File: src/rtl/breath_pkg.sv
// Shared encodings for the LED breathing generator.
// Mode and ramp-direction types used by the channel and top.
package breath_pkg;

  typedef enum logic [1:0] {
    MODE_TRIANGLE = 2'b00,
    MODE_SAW      = 2'b01,
    MODE_FADE_IN  = 2'b10,
    MODE_FADE_OUT = 2'b11
  } mode_e;

  typedef enum logic {
    DIR_UP   = 1'b0,
    DIR_DOWN = 1'b1
  } dir_e;

endpackage

File: src/rtl/breath_pwm_gen_channel.sv
// One breathing channel: duty ramp per mode plus registered PWM.
// Duty only moves on the shared tick; idle channels park at rest.
module breath_channel
  import breath_pkg::*;
#(
  parameter int DUTY_MAX = 10,
  parameter int DUTY_W   = $clog2(DUTY_MAX + 1)
) (
  input  logic              clk,
  input  logic              rst,
  input  logic              active,
  input  logic              tick,
  input  mode_e             mode,
  input  logic [DUTY_W-1:0] pwm_cnt,
  output logic [DUTY_W-1:0] duty,
  output logic              pwm,
  output logic              done
);

  localparam logic [DUTY_W-1:0] MAX_V = DUTY_W'(DUTY_MAX);
  localparam logic [DUTY_W-1:0] ONE   = DUTY_W'(1);

  logic [DUTY_W-1:0] duty_q, duty_d;
  dir_e              dir_q, dir_d;
  logic              done_q, done_d;
  logic              pwm_q, pwm_d;
  logic              at_max, at_min, hold;
  logic              up;

  assign at_max = (duty_q == MAX_V);
  assign at_min = (duty_q == '0);
  assign up     = (dir_q == DIR_UP);

  // Single-shot modes sitting on their end value.
  assign hold = ((mode == MODE_FADE_IN) && at_max) ||
                ((mode == MODE_FADE_OUT) && at_min);

  always_comb begin
    duty_d = duty_q;
    dir_d  = dir_q;
    done_d = hold && (done_q || tick);
    pwm_d  = (pwm_cnt < duty_q);
    if (!active) begin
      duty_d = (mode == MODE_FADE_OUT) ? MAX_V : '0;
      dir_d  = DIR_UP;
      done_d = 1'b0;
      pwm_d  = 1'b0;
    end else if (tick) begin
      unique case (mode)
        MODE_TRIANGLE: begin
          unique case (1'b1)
            up && !at_max:  duty_d = duty_q + ONE;
            up && at_max: begin
              dir_d  = DIR_DOWN;
              duty_d = MAX_V - ONE;
            end
            !up && !at_min: duty_d = duty_q - ONE;
            !up && at_min: begin
              dir_d  = DIR_UP;
              duty_d = ONE;
            end
          endcase
        end
        MODE_SAW:
          duty_d = at_max ? '0 : duty_q + ONE;
        MODE_FADE_IN:
          if (!at_max) duty_d = duty_q + ONE;
        MODE_FADE_OUT:
          if (!at_min) duty_d = duty_q - ONE;
      endcase
    end
  end

  always_ff @(posedge clk or posedge rst) begin
    if (rst) begin
      duty_q <= '0;
      dir_q  <= DIR_UP;
      done_q <= 1'b0;
      pwm_q  <= 1'b0;
    end else begin
      duty_q <= duty_d;
      dir_q  <= dir_d;
      done_q <= done_d;
      pwm_q  <= pwm_d;
    end
  end

  assign duty = duty_q;
  assign pwm  = pwm_q;
  assign done = done_q;

endmodule

File: src/rtl/breath_pwm_gen.sv
// Multi-channel LED breathing generator with per-channel PWM.
// Owns the shared step timer, PWM counter and step tick.
module breath_pwm_gen
  import breath_pkg::*;
#(
  parameter  int CHANNELS    = 4,
  parameter  int DUTY_MAX    = 10,
  parameter  int STEP_CYCLES = 20,
  localparam int DUTY_W      = $clog2(DUTY_MAX + 1)
) (
  input  logic                       clk,
  input  logic                       rst,
  input  logic                       en,
  input  logic [CHANNELS-1:0]        ch_en,
  input  logic [2*CHANNELS-1:0]      mode,
  output logic [DUTY_W*CHANNELS-1:0] duty,
  output logic [CHANNELS-1:0]        pwm,
  output logic [CHANNELS-1:0]        done
);

  localparam int STEP_W = $clog2(STEP_CYCLES);
  localparam logic [STEP_W-1:0] STEP_LAST =
    STEP_W'(STEP_CYCLES - 1);
  localparam logic [DUTY_W-1:0] PWM_LAST =
    DUTY_W'(DUTY_MAX - 1);

  logic [STEP_W-1:0] step_cnt_q, step_cnt_d;
  logic [DUTY_W-1:0] pwm_cnt_q, pwm_cnt_d;
  logic              tick;

  assign tick = en && (step_cnt_q == STEP_LAST);

  always_comb begin
    step_cnt_d = '0;
    pwm_cnt_d  = '0;
    if (en) begin
      step_cnt_d = tick ? '0 : step_cnt_q + STEP_W'(1);
      pwm_cnt_d  = (pwm_cnt_q == PWM_LAST) ?
                   '0 : pwm_cnt_q + DUTY_W'(1);
    end
  end

  always_ff @(posedge clk or posedge rst) begin
    if (rst) begin
      step_cnt_q <= '0;
      pwm_cnt_q  <= '0;
    end else begin
      step_cnt_q <= step_cnt_d;
      pwm_cnt_q  <= pwm_cnt_d;
    end
  end

  for (genvar i = 0; i < CHANNELS; i++) begin : g_ch
    breath_channel #(
      .DUTY_MAX (DUTY_MAX),
      .DUTY_W   (DUTY_W)
    ) u_ch (
      .clk     (clk),
      .rst     (rst),
      .active  (en && ch_en[i]),
      .tick    (tick),
      .mode    (mode_e'(mode[2*i +: 2])),
      .pwm_cnt (pwm_cnt_q),
      .duty    (duty[DUTY_W*i +: DUTY_W]),
      .pwm     (pwm[i]),
      .done    (done[i])
    );
  end

endmodule

File: config.mk
export PLATFORM = sky130hd
export DESIGN_NAME = breath_pwm_gen
export DESIGN_NICKNAME = d
export VERILOG_FILES = /design/src/rtl/breath_pkg.sv /design/src/rtl/breath_pwm_gen_channel.sv /design/src/rtl/breath_pwm_gen.sv
export SDC_FILE = /design/constraint.sdc
export NUM_CORES = 1
export LEC_CHECK = 0
export ABC_AREA = 1
export CAP_MARGIN = 15
export CORE_MARGIN = 8
export CORE_UTILIZATION = 37
export DETAILED_ROUTE_END_ITERATION = 10
export SLEW_MARGIN = 20
export SYNTH_ARGS = -nofsm -noshare
export SYNTH_HDL_FRONTEND = slang
export SYNTH_SLANG_ARGS = --single-unit
File: constraint.sdc
create_clock -name clk -period 1.7 [get_ports clk]
set_clock_uncertainty 0.15 [all_clocks]
set_input_delay 0.255 -clock clk [delete_from_list [all_inputs] [get_ports clk]]
set_output_delay 0.255 -clock clk [all_outputs]
set_load 0.1 [all_outputs]
==> Word level (Yosys, flattened, before mapping) <==
Cells that the tools add are included.
{ "op_classes": {"mux": 60, "order_cmp": 4, "n_addsub": 10, "reduce_logical": 65, "n_bitwise": 4, "eq_ne": 38} }
{ "op_table": {"columns": ["op", "count"], "rows": [
  ["$pmux W4 S4", 8],
  ["$mux W4", 26],
  ["$ne A3 B3 Y1 const B", 12],
  ["$logic_and A1 B1 Y1", 33],
  ["$reduce_and A3 Y1", 8],
  ["$add A4 B1 Y4 const B", 5],
  ["$eq A4 B4 Y1 const B", 5],
  ["$mux W1", 20],
  ["$eq A2 B2 Y1 const B", 8],
  ["$logic_not A4 Y1", 4],
  ["$lt A4 B4 Y1", 4],
  ["$ne A2 B2 Y1 const B", 8],
  ["$sub A4 B1 Y4 const B", 4],
  ["$mux W5", 2],
  ["$eq A2 B1 Y1 const B", 4],
  ["$logic_not A1 Y1", 8],
  ["$logic_not A2 Y1", 4],
  ["$logic_or A1 B1 Y1", 8],
  ["$pmux W1 S2", 4],
  ["$add A5 B1 Y5 const B", 1],
  ["$eq A5 B5 Y1 const B", 1],
  ["$not A1 Y1", 4]
]} }
{ "word_totals": {"output_inout_bits": 24, "in_bits": 15, "word_cells": 199, "register_bits": 37} }

==> Logic depth before layout (Yosys ltp) <==
{ "logic_depth": {"word_depth": 7, "mapped_depth": 11, "depth_no_buf": 11} }

==> Cells and area by module <==
Synthesis repeated with hierarchy kept, for this count alone.
{ "unflattened": {"hier_cells": 470, "area_unflattened_um2": 3320.7} }
{ "by_module_without_submodules": {"columns": ["mod", "n_inst", "seq_area_each_um2", "area_per_inst_um2", "cells_per_inst"], "rows": [
  ["breath_channel", 4, 175.2, 710.7, 103],
  ["breath_pwm_gen", 1, 225.2, 478.0, 58]
]} }

==> Least setup slack after synthesis <==
Ideal clock, no wire load.
{ "synth_path": {"path_type": "reg-to-reg", "startpoint": "register g_ch[2].u_ch.duty_q[0]", "endpoint": "register g_ch[2].u_ch.duty_q[1]", "path_buffers": 0, "setup_ps": 79, "arrival_ps": 2220, "path_stages_with_launch": 9, "setup_slack_ps": -749, "required_time_ps": 1471, "period_less_slack_ps": 2449, "path_cell_list": "dfrtp_1 > inv_1 > ha_1 > or2_2 > nand3_1 > inv_1 > nand2_1 > nand2_1 > a21oi_1"} }
{ "synth_via": {"elab_chain_len": 7, "elab_cells_between_ends": 20, "classes_between": "add/sub (2); eq/ne (3); mux (7); reduce/logical (8)"} }
{ "synth_rtl": {"columns": ["element", "line", "text"], "rows": [
  ["start, declared", "breath_pwm_gen_channel.sv:23", "logic [DUTY_W-1:0] duty_q, duty_d;"],
  ["start signal, assigned", "breath_pwm_gen_channel.sv:81", "duty_q <= duty_d;"],
  ["parallel branches: the longest is 7 deep, another holds $sub A4 B1 Y4", null, null]
]} }
Several ways; the timed one is not identified. The select of a mux whose other input is x is not followed.
A chain may end at the register's enable or synchronous reset.

==> Final worst setup path <==
{ "layout_path": {"startpoint": "register g_ch[3].u_ch.duty_q[0]", "endpoint": "register g_ch[3].u_ch.duty_q[1]"} }
{ "layout_via": {"elab_chain_len": 7, "elab_cells_between_ends": 20, "classes_between": "add/sub (2); eq/ne (3); mux (7); reduce/logical (8)"} }
{ "layout_rtl": {"columns": ["element", "line"], "rows": [
  ["start, declared", "breath_pwm_gen_channel.sv:23"],
  ["start signal, assigned", "breath_pwm_gen_channel.sv:81"],
  ["parallel branches: the longest is 7 deep, another holds $sub A4 B1 Y4", null]
]} }
Several ways; the timed one is not identified. The select of a mux whose other input is x is not followed.

==> reports/results.ini <==
[detailed_routing]
dr.pass1.iters = 4
via_per_inst = 4.938
finalWirelength_um = 8344
drt.antenna.violating_nets = 0
dr_total_vias = 3195
route.detailed.drc = 0
detailedRoute.firstIterationViolations = 97
routed_wire_length_per_instance_um = 12.90

[logic_synthesis]
synth-seq-area-share = 0.2901
most_common_cell_in_the_netlist = nand2_1
syn_inst = 455
synth.net_count = 497
syn_area_per_cell_um2 = 7.015
yosys_most_used_dff = dfrtp_1
synth-seq-cells = 37
mapped_area_um2 = 3192
yosysWarnings = 0
synth_largest_area_cell = dfrtp_1
synth_top_area_share = 0.2901
yosys-top-cells-area = dfrtp_1 (29%), nand2_1 (14%), ha_1 (11%)
synth_async_sr_flop_share = 1.000
post_synth_top_cells = nand2_1 (116), nor2_1 (51), nand3_1 (42)
synth_enable_flop_cells = 0
yosys.cell_types.count = 34

[finish]
layout.cell_area.non_filler_um2 = 4657
antennaDiodeCount = 0
post-route-util = 0.5446
combined_area_of_the_multi_input_logic_cells_um2 = 2186
net_count_final = 581
area_growth_syn_to_layout_pct = 45.90
filler_cell_count = 802
area.sequential_um2 = 973.4
drive_gt1_frac = 0.3488
final_cell_count_no_fill = 647

[clocking]
cts_max_path_buffers = 2
tritoncts = built
path_clk_slew_ns = 0.07
cts_root_buf = clkbuf_8
clkSinkCount = 37
tritoncts.num_buffers = 5
cts-htree-levels = 2
clock_latency_reported_for_the_late_side_of_the_worst_skew_pair_ns = 0.28

[status]
violations = setup timing
run_status = finished with violations

[flow_run]
maxCapViolCount = 0

[global_route]
grt_antenna_before_repair = 0
global_route_wire_length_before_repair_um = 13990
globalRoute.totalOverflow = 0
grt_max_degree = 38
via_count_of_the_first_global_routing_pass = 3038
grt_util_all_layers = 0.1442

[sta]
timing.final.crit_share = 1.001
finalWorstPathRequiredPeriod_ns = 1.702
final-hold-violation-count = 0
fmaxAchievable_ghz = 0.5876
tightest_slew_ns = 0.3295
worst_slew_margin_rel = 0.7795
setup_repair_after_global_routing_missed_its_margin = true
worst_setup_slack_final_ns = -0.001758
timing.final.setup_violations = 1
drv_slew = 0

[die]
ios = 39
floorplan.rows = 34
die_y_um = 108.9
die_w_um = 108.9
initial_utilization = 0.3733
die_area_um2 = 11850
design.core.area_um2 = 8551

[min_path]
hold_path.class = primary input to asynchronous set/reset pin

[placement]
numPlacedInstances = 629
number_of_buffers_inserted_by_port_buffering = 38
dpl_hpwl_um = 6371
gp_congestion = 0.8894
dpl-instance-area_um2 = 4373
dp_worst_setup_slack_ns = -0.2597

[setup_path]
setup.worst_path.end_class = register
worst_ep_arrival_time_ns = 1.73
critical_path_fanout_max = 5
worstSetupPathType = register to register
critPathRequiredTime_ns = 1.73
setup.reg_to_reg.worst_slack_ns = -0.002
worst_setup_path_start_kind = register

[power_and_ir_drop]
power_density_nw_per_um2 = 749.9
p_total_mw = 3.492
max-vdd-ir-drop_mv = 0.3862
leakagePower_nw = 2.241

==> flip-flops by register name (all words and copies together), names as in the netlist <==
register	count
g_ch.u_ch.duty	16
step_cnt_q	5
g_ch.u_ch.dir_q	4
g_ch.u_ch.done	4
g_ch.u_ch.pwm	4
pwm_cnt_q	4
==> metal layers <==
layer  share of wire  wire (um)  vias to the layer above  GRT usage
li1                -          -                     1645          -
met3           0.034        283                        7    0.02660
met1            0.48       3982                     1504     0.1870
met2            0.48       3973                       39     0.2357
met4           0.013        105                        0    0.04790
met5               0          0                        -          0
==> cell type report <==
type,count,share of cell area
Clock buffer,7,0.01854
Timing Repair Buffer,91,0.2262
Sequential cell,37,0.2090
Inverter,52,0.04782
Tap cell,108,0.02902
Multi-Input combinational cell,352,0.4694
==> logic make-up after synthesis <==
group / share of synthesized area
XOR/XNOR: 0.03567
flip-flops: 0.2901
buffers and inverters: 0.09526
AND/OR/NAND/NOR: 0.3728
adder cells (fa/ha/maj): 0.1058
AO/OA/AOI/OAI: 0.1004
==> power breakdown <==
| group | switching [mW] | internal (mW) | total [mW] |
|---|---|---|---|
| Clock | 0.311 | 0.322 | 0.633 |
| Sequential | 0.146 | 0.967 | 1.11 |
| Combinational | 1.03 | 0.718 | 1.75 |
==> layout by cell type (no fill, tap or decap), types with 4 or more instances in the layout <==
cell type / count
o21a_1: 4
nand4_1: 6
ha_4: 7
clkdlybuf4s50_1: 13
nor2_1: 43
o21ai_1: 10
buf_12: 26
a21oi_1: 21
dfrtp_1: 21
xnor2_1: 4
nor2_2: 11
nand2_1: 110
dfrtp_4: 11
nor3_1: 6
clkbuf_8: 6
nor2_4: 4
nand2_2: 11
nand2_4: 4
nand3_2: 8
inv_2: 14
o211ai_1: 4
ha_1: 17
inv_4: 4
xor2_1: 9
dfrtp_2: 5
buf_4: 49
a21oi_2: 11
nand3_1: 40
inv_1: 31
==> what timing repair did <==
| item | CTS | global route |
|---|---|---|
| hold buffers | 0 | 0 |
| gates cloned | 0 | 0 |
| endpoints found under the setup margin | 2 | 18 |
| gates resized for setup | 2 | 32 |
| pin swaps | 1 | 12 |
| setup buffers | 0 | 11 |
==> critical path, cell delays in order (launching register included) <==
cell and delay [ns]:
dfrtp_4 0.49, inv_4 0.09, ha_4 0.12, nand2_2 0.06, nor2_4 0.18, nand2_2 0.07
o21ai_2 0.07, nand2_2 0.09, nand2_4 0.10, inv_4 0.05, nor2_4 0.09, a21oi_2 0.04
==> final timing paths <==
path,start,endpoint,cells after the start
min in group clk,step_cnt_q[0],step_cnt_q[0],1
worst max-delay path,g_ch[3].u_ch.duty[0],g_ch[3].u_ch.duty[1],11
worst min-delay path,rst,g_ch[3].u_ch.dir_q,3
worst min register to register,step_cnt_q[0],step_cnt_q[0],1
worst max register to register,g_ch[3].u_ch.duty[0],g_ch[3].u_ch.duty[1],11
max in group asynchronous,rst,g_ch[1].u_ch.duty[0],3
==> per-stage QoR <==
stage | hold WS, ns | TNS, ns
global placement | 0.2965 | -3.509
CTS | 0.1773 | 0
finish | 0.1806 | -0.001758
floorplan | 0.2551 | -0.8069
global route | 0.2158 | -0.4430
detailed placement | 0.3144 | -4.050
Power figures use the tool's default switching activity.
